## src/rtl/pineball_pkg.sv

```systemverilog
// Shared types and constants for the pinball game sequencer.
// The speedup constants are only consumed when PINEBALL_SPEEDUP_EN is defined.
package pineball_pkg;

  typedef enum logic [1:0] {
    ST_IDLE  = 2'd0,
    ST_SERVE = 2'd1,
    ST_RUN   = 2'd2,
    ST_OVER  = 2'd3
  } game_state_e;

  localparam logic [1:0] LIVES_RESET      = 2'd3;
  localparam int         SPEED_CAP        = 4;
  localparam int         SPEEDUP_INTERVAL = 8;
  localparam int         SPEEDUP_BITS     = $clog2(SPEEDUP_INTERVAL);

endpackage

```

## src/rtl/pineball_axis_step.sv

```systemverilog
// One-axis ball step: moves by speed toward the current direction and
// clamps to 0 or limit_i, flipping direction when a bound is reached.
module pineball_axis_step (
  input  logic [10:0] pos_i,
  input  logic        dir_neg_i,
  input  logic [2:0]  speed_i,
  input  logic [10:0] limit_i,
  output logic [10:0] pos_o,
  output logic        dir_neg_o,
  output logic        limit_hit_o
);

  logic [10:0] spd;
  assign spd = {8'd0, speed_i};

  // NOTE: every output gets a default before the branches so no latch is inferred.
  always_comb begin
    pos_o       = pos_i;
    dir_neg_o   = dir_neg_i;
    limit_hit_o = 1'b0;
    if (dir_neg_i) begin
      if (pos_i < spd) begin
        pos_o       = '0;
        dir_neg_o   = 1'b0;
        limit_hit_o = 1'b1;
      end else begin
        pos_o = pos_i - spd;
      end
    end else begin
      if (pos_i + spd >= limit_i) begin
        pos_o       = limit_i;
        dir_neg_o   = 1'b1;
        limit_hit_o = 1'b1;
      end else begin
        pos_o = pos_i + spd;
      end
    end
  end

endmodule

```

## src/rtl/pineball_game_ctrl.sv

```systemverilog
// Pinball game sequencer: ball motion, score and lives, stepped once per
// FRAME_DIV frame ticks. Define PINEBALL_SPEEDUP_EN for the speed-ramp build.
module pineball_game_ctrl
  import pineball_pkg::*;
#(
  parameter int H_DISP      = 640,
  parameter int V_DISP      = 480,
  parameter int BALL_SIZE   = 8,
  parameter int PADDLE_W    = 64,
  parameter int PADDLE_Y    = 460,
  parameter int FRAME_DIV   = 2,
  parameter int SERVE_DELAY = 30,
  parameter int STEP        = 2
) (
  input  logic       clk,
  input  logic       rst_n,
  input  logic       frame_tick,
  input  logic       start,
  input  logic [9:0] paddle_x,
  output logic [9:0] pos_x,
  output logic [9:0] pos_y,
  output logic       pos_valid,
  output logic [7:0] score,
  output logic [1:0] lives,
  output logic [1:0] game_state
);

  localparam logic [10:0] CX    = 11'(H_DISP / 2 - BALL_SIZE / 2);
  localparam logic [10:0] CY    = 11'(V_DISP / 2 - BALL_SIZE / 2);
  localparam logic [10:0] X_LIM = 11'(H_DISP - BALL_SIZE);
  localparam logic [10:0] Y_LIM = 11'(PADDLE_Y - BALL_SIZE);
  localparam int FW = (FRAME_DIV > 1) ? $clog2(FRAME_DIV) : 1;
  localparam int SW = $clog2(SERVE_DELAY + 1);

  game_state_e state_q, state_d;
  logic [10:0] pos_x_q, pos_x_d, pos_y_q, pos_y_d;
  logic        dx_neg_q, dx_neg_d, dy_neg_q, dy_neg_d;
  logic [7:0]  score_q, score_d;
  logic [1:0]  lives_q, lives_d;
  logic        pos_valid_q, pos_valid_d;
  logic [SW-1:0] serve_cnt_q, serve_cnt_d;
  logic [FW-1:0] frame_cnt_q;
  logic        start_q;
  logic        start_rise, upd;
  logic [2:0]  speed;
  logic [10:0] x_next, y_next, px;
  logic        x_dir_next, y_dir_next, x_hit, y_hit;
  logic        y_paddle, overlap;

  assign start_rise = start & ~start_q;
  assign upd        = frame_tick && (frame_cnt_q == FW'(FRAME_DIV - 1));

  // NOTE: sequential state uses non-blocking assignments so every register samples pre-edge values.
  always_ff @(posedge clk or negedge rst_n) begin
    if (!rst_n) begin
      frame_cnt_q <= '0;
      start_q     <= 1'b0;
    end else begin
      start_q <= start;
      if (frame_tick) frame_cnt_q <= upd ? '0 : frame_cnt_q + FW'(1);
    end
  end

  pineball_axis_step u_step_x (
    .pos_i(pos_x_q), .dir_neg_i(dx_neg_q), .speed_i(speed), .limit_i(X_LIM),
    .pos_o(x_next), .dir_neg_o(x_dir_next), .limit_hit_o(x_hit)
  );

  pineball_axis_step u_step_y (
    .pos_i(pos_y_q), .dir_neg_i(dy_neg_q), .speed_i(speed), .limit_i(Y_LIM),
    .pos_o(y_next), .dir_neg_o(y_dir_next), .limit_hit_o(y_hit)
  );

  // Paddle overlap is judged on the pre-update x position.
  assign px       = {1'b0, paddle_x};
  assign y_paddle = y_hit && !dy_neg_q;
  assign overlap  = (pos_x_q + 11'(BALL_SIZE) > px) && (pos_x_q < px + 11'(PADDLE_W));

  always_comb begin
    state_d     = state_q;
    pos_x_d     = pos_x_q;
    pos_y_d     = pos_y_q;
    dx_neg_d    = dx_neg_q;
    dy_neg_d    = dy_neg_q;
    score_d     = score_q;
    lives_d     = lives_q;
    serve_cnt_d = serve_cnt_q;
    pos_valid_d = 1'b0;
    unique case (state_q)
      ST_IDLE, ST_OVER: begin
        if (start_rise) begin
          state_d     = ST_SERVE;
          score_d     = '0;
          lives_d     = LIVES_RESET;
          pos_x_d     = CX;
          pos_y_d     = CY;
          dx_neg_d    = 1'b0;
          dy_neg_d    = 1'b1;
          serve_cnt_d = '0;
        end
      end
      ST_SERVE: begin
        pos_x_d  = CX;
        pos_y_d  = CY;
        dx_neg_d = 1'b0;
        dy_neg_d = 1'b1;
        if (upd) begin
          if (serve_cnt_q == SW'(SERVE_DELAY - 1)) state_d = ST_RUN;
          else serve_cnt_d = serve_cnt_q + SW'(1);
        end
      end
      ST_RUN: begin
        if (upd) begin
          pos_valid_d = 1'b1;
          pos_x_d     = x_next;
          dx_neg_d    = x_dir_next;
          pos_y_d     = y_next;
          dy_neg_d    = y_dir_next;
          if (y_paddle) begin
            if (overlap) begin
              score_d = (score_q == 8'hFF) ? score_q : score_q + 8'd1;
            end else begin
              lives_d     = lives_q - 2'd1;
              pos_x_d     = CX;
              pos_y_d     = CY;
              dx_neg_d    = 1'b0;
              dy_neg_d    = 1'b1;
              serve_cnt_d = '0;
              state_d     = (lives_q == 2'd1) ? ST_OVER : ST_SERVE;
            end
          end
        end
      end
      default: ;
    endcase
  end

  always_ff @(posedge clk or negedge rst_n) begin
    if (!rst_n) begin
      state_q     <= ST_IDLE;
      pos_x_q     <= CX;
      pos_y_q     <= CY;
      dx_neg_q    <= 1'b0;
      dy_neg_q    <= 1'b1;
      score_q     <= '0;
      lives_q     <= LIVES_RESET;
      pos_valid_q <= 1'b0;
      serve_cnt_q <= '0;
    end else begin
      state_q     <= state_d;
      pos_x_q     <= pos_x_d;
      pos_y_q     <= pos_y_d;
      dx_neg_q    <= dx_neg_d;
      dy_neg_q    <= dy_neg_d;
      score_q     <= score_d;
      lives_q     <= lives_d;
      pos_valid_q <= pos_valid_d;
      serve_cnt_q <= serve_cnt_d;
    end
  end

`ifdef PINEBALL_SPEEDUP_EN
  logic [2:0] speed_q, speed_d;
  logic       paddle_hit;

  assign paddle_hit = (state_q == ST_RUN) && upd && y_paddle && overlap;

  // Speed ramps on every SPEEDUP_INTERVAL-th hit and restarts on each serve.
  always_comb begin
    speed_d = speed_q;
    if (state_d == ST_SERVE && state_q != ST_SERVE) begin
      speed_d = 3'd1;
    end else if (paddle_hit && score_d[SPEEDUP_BITS-1:0] == '0 && speed_q < 3'(SPEED_CAP)) begin
      speed_d = speed_q + 3'd1;
    end
  end

  always_ff @(posedge clk or negedge rst_n) begin
    if (!rst_n) speed_q <= 3'd1;
    else        speed_q <= speed_d;
  end

  assign speed = speed_q;
`else
  assign speed = 3'(STEP);
`endif

  assign pos_x      = pos_x_q[9:0];
  assign pos_y      = pos_y_q[9:0];
  assign pos_valid  = pos_valid_q;
  assign score      = score_q;
  assign lives      = lives_q;
  assign game_state = state_q;

endmodule
```

## config.mk

```make
export PLATFORM = sky130hd
export DESIGN_NAME = pineball_game_ctrl
export DESIGN_NICKNAME = d
export VERILOG_FILES = /design/src/rtl/pineball_pkg.sv /design/src/rtl/pineball_axis_step.sv /design/src/rtl/pineball_game_ctrl.sv
export SDC_FILE = /design/constraint.sdc
export NUM_CORES = 1
export LEC_CHECK = 0
export ABC_CLOCK_PERIOD_IN_PS = 4100
export BUFFER_PORTS_ARGS = -buffer_cell sky130_fd_sc_hd__buf_4
export CORE_MARGIN = 1
export CORE_UTILIZATION = 57
export DETAILED_ROUTE_END_ITERATION = 10
export PLACE_DENSITY = 0.82
export SKIP_LAST_GASP = 1
export SYNTH_ARGS = -nofsm -noshare
export SYNTH_HDL_FRONTEND = slang
export SYNTH_SLANG_ARGS = --single-unit
```

## constraint.sdc

```tcl
create_clock -name clk -period 4.1 [get_ports clk]
set_input_delay 0.82 -clock clk [delete_from_list [all_inputs] [get_ports clk]]
set_output_delay 0.82 -clock clk [all_outputs]
set_load 0.05 [all_outputs]
```

==> flow_summary.ini <==
[global_route]
antenna_found_initial = 0
grt.overflow.total = 0
track_usage_pct = 25.4
first_global_vias = 3157
grt_max_degree = 45
grt_pass1_wl_mm = 15.1

[sta]
fin_crit_sh_pct = 87.5
fin_setup_tns_ns = 0
drv_slew = 0
rsz0062_at_grt = false
period_needed_ns = 3.59
hold_viol_final = 0
fmax_mhz = 279
setup-violations-final = 0
fin_skew_ns = 0.00869
max_slew_margin_pct = 53.3
tightest_slew_ns = 0.701

[clocking]
numCtsBuffers = 5
cts_hold_buf = 0
root_buffer = clkbuf_8
post_cts_buffers = 0
path_clk_slew_ns = 0.09
clkSinkCount = 44
ctsHtreeMaxLevel = 2
tritoncts = done
cts.repair.resized = 0
ctsLongestPathBuffers = 2
clk_latency_ns = 0.31

[hold_path]
worstHoldPathType = register to register

[finish]
insertedDiodeCount = 0
nets = 532
drive_gt1_share_pct = 19.3
stdcell_count = 583
area_delta_synth_final_pct = 6.48

[placed_design]
dp_cells = 575
place_hpwl_mm = 6.60
port_buffers = 46
gp_congestion = 0.929

[pwr]
ir_worst_vdd_mv = 0.454
power.switching_uw = 982
seqPwrFrac_pct = 30.2
leakagePower_uw = 0.00198
internal_power_uw = 1080
clkPwrFrac_pct = 17.0
pwr-share-comb_pct = 52.7
power_uw = 2060
powerDensity_nw_per_um2 = 483
switching_share_pct = 47.6

[setup_path]
path_cells = ha_1 -> nand3_1 -> xnor2_1 -> ha_1 -> nand2_1 -> nor4_1 -> inv_1 -> a21oi_1 -> a21oi_4 -> o21ai_4 -> and3_1 -> mux2_1
crit_fanout = 13
cp_top_family = compound AO/OA/AOI/OAI gates
path_class = register to register
cpMostUsedCell = ha_1
cp-end-kind = register
cp_num_buf_inv = 1
crit_path_start_kind = register
crit_arrival_ns = 3.78
crit_slowest_cell = dfstp_2
worst_path_largest_cell_delay_ns = 0.68
crit_required_ns = 4.29

[synth]
synth_fa_ha_area_share_pct = 9.96
synth_xor_area_share_pct = 4.76
syn_area_um2 = 4020
ys_ff_latch = 44
yosys-top-cells-area = dfrtp_1 19%, ha_1 10%, dfstp_2 8.5%, nand2_1 4.9%, buf_4 3.9%
yosys_warnings = 0
synth_flop_cell = dfrtp_1
synth_top_family_by_area = simple AND/OR/NAND/NOR gates
synth_most_common_cell = nand2_1
yosysTopAreaCell = dfrtp_1
yosys.area_share.simple_pct = 21.8
ys_types = 77
synthMuxAreaShare_pct = 2.62
synth_common_cells = 52 x nand2_1, 33 x nor2_1, 32 x ha_1
async_flop_share_pct = 100
postSynthCellCount = 476
syn_avg_cell_area_um2 = 8.44
netlist.area_leader.share_pct = 19.3
synth_compound_area_share_pct = 21.6
synth-edff-count = 0
synth_seq_area_share_pct = 27.8
synth_nets = 522

[outcome]
outcome = completed

[drt]
drc_errors = 0
drt_first_pass_iters = 6
ant_nets = 0
wl_per_cell_um = 15.6
routed_wl_mm = 9.10
drtIter0Drc = 501
vias_per_cell = 6.13
dr_total_vias = 3572

[floorplan]
fp.dieW_um = 86.0
dieHeight_um = 86.0
die_area_um2 = 7390
start_util_pct = 59.2
io_pins = 47
num_rows = 30
core_area_um2 = 6790

[job]
maxCapViolCount = 0
## layout make-up
class / instances / area, µm²
sequential: 44 / 1120
tap: 96 / 120
timing repair buffer: 49 / 368
clock inverter: 3 / 46.3
inverter: 32 / 120
multi-input combinational: 354 / 2440
fill: 595 / 2510
clock buffer: 5 / 68.8
## metal layers
metal  wire length, µm  up-vias  GRT usage [%]
met5                 0        -              0
met4                62        0           4.09
met3               584        8           3.56
met2              4470      147           42.1
met1              3980     1703           35.8
li1                  -     1714              -
## cell families (layout without fill, tap and decap cells)
group | after synthesis | in the layout
multiplexers | 10 | 10
adder cells (fa/ha/maj) | 32 | 32
AND/OR/NAND/NOR | 175 | 175
buffers and inverters | 78 | 89
XOR/XNOR | 21 | 21
AO/OA/AOI/OAI | 116 | 116
flip-flops | 44 | 44
## cells in the final DEF, fill, tap and decap left out, types with 13 or more instances in the layout
cell type  Yosys  layout
dfrtp_1       31      31
inv_1         31      31
buf_4         21      49
nand3_1       19      19
dfstp_2       13      13
ha_1          32      32
xnor2_1       13      13
nor2_1        33      33
o21ai_0       23      23
a21oi_1       24      24
nand2_1       52      52
nor3_1        17      17
## state kept, by name, indices dropped and copies added (netlist names)
register,count
pos_x_q,11
pos_y_q,11
score,8
serve_cnt_q,5
game_state,2
lives,2
dx_neg_q,1
dy_neg_q,1
frame_cnt_q,1
pos_valid,1
start_q,1
## power groups by stage
stage          clock, µW  sequential (µW)  combinational (µW)
2_1_floorplan          0              636                 878
3_3_place_gp           0              624                1050
3_5_place_dp           0              630                1080
4_1_cts              359              623                1080
5_1_grt              378              641                1190
6_report             352              624                1090
## metrics by stage
stage                     hold slack, ns  util [%]  area (µm²)  setup slack (ns)
after floorplan                    0.461         -        4020             0.984
after global placement             0.475      61.3        4160             0.656
after detailed placement           0.479      61.3        4160             0.571
after CTS                          0.496      63.0        4280             0.559
after global routing               0.529      63.0        4280             0.319
final                              0.495      63.0        4280             0.514
## worst paths after layout
| kind | start | end | slack, ns | cells after the start |
|---|---|---|---|---|
| hold / removal | frame_cnt_q$_DFFE_PN0P_ | frame_cnt_q$_DFFE_PN0P_ | 0.49 | 1 |
| hold reg to reg | frame_cnt_q$_DFFE_PN0P_ | frame_cnt_q$_DFFE_PN0P_ | 0.49 | 1 |
| setup reg to reg | pos_x_q[4]$_DFFE_PN1P_ | game_state[1]$_DFFE_PN0P_ | 0.51 | 12 |
| max in group asynchronous | rst_n | pos_x_q[9]$_DFFE_PN0P_ | 3.22 | 1 |
| min in group asynchronous | rst_n | pos_y_q[8]$_DFFE_PN0P_ | 0.50 | 1 |
| setup / recovery | pos_x_q[4]$_DFFE_PN1P_ | game_state[1]$_DFFE_PN0P_ | 0.51 | 12 |
Power figures use the tool's default switching activity.
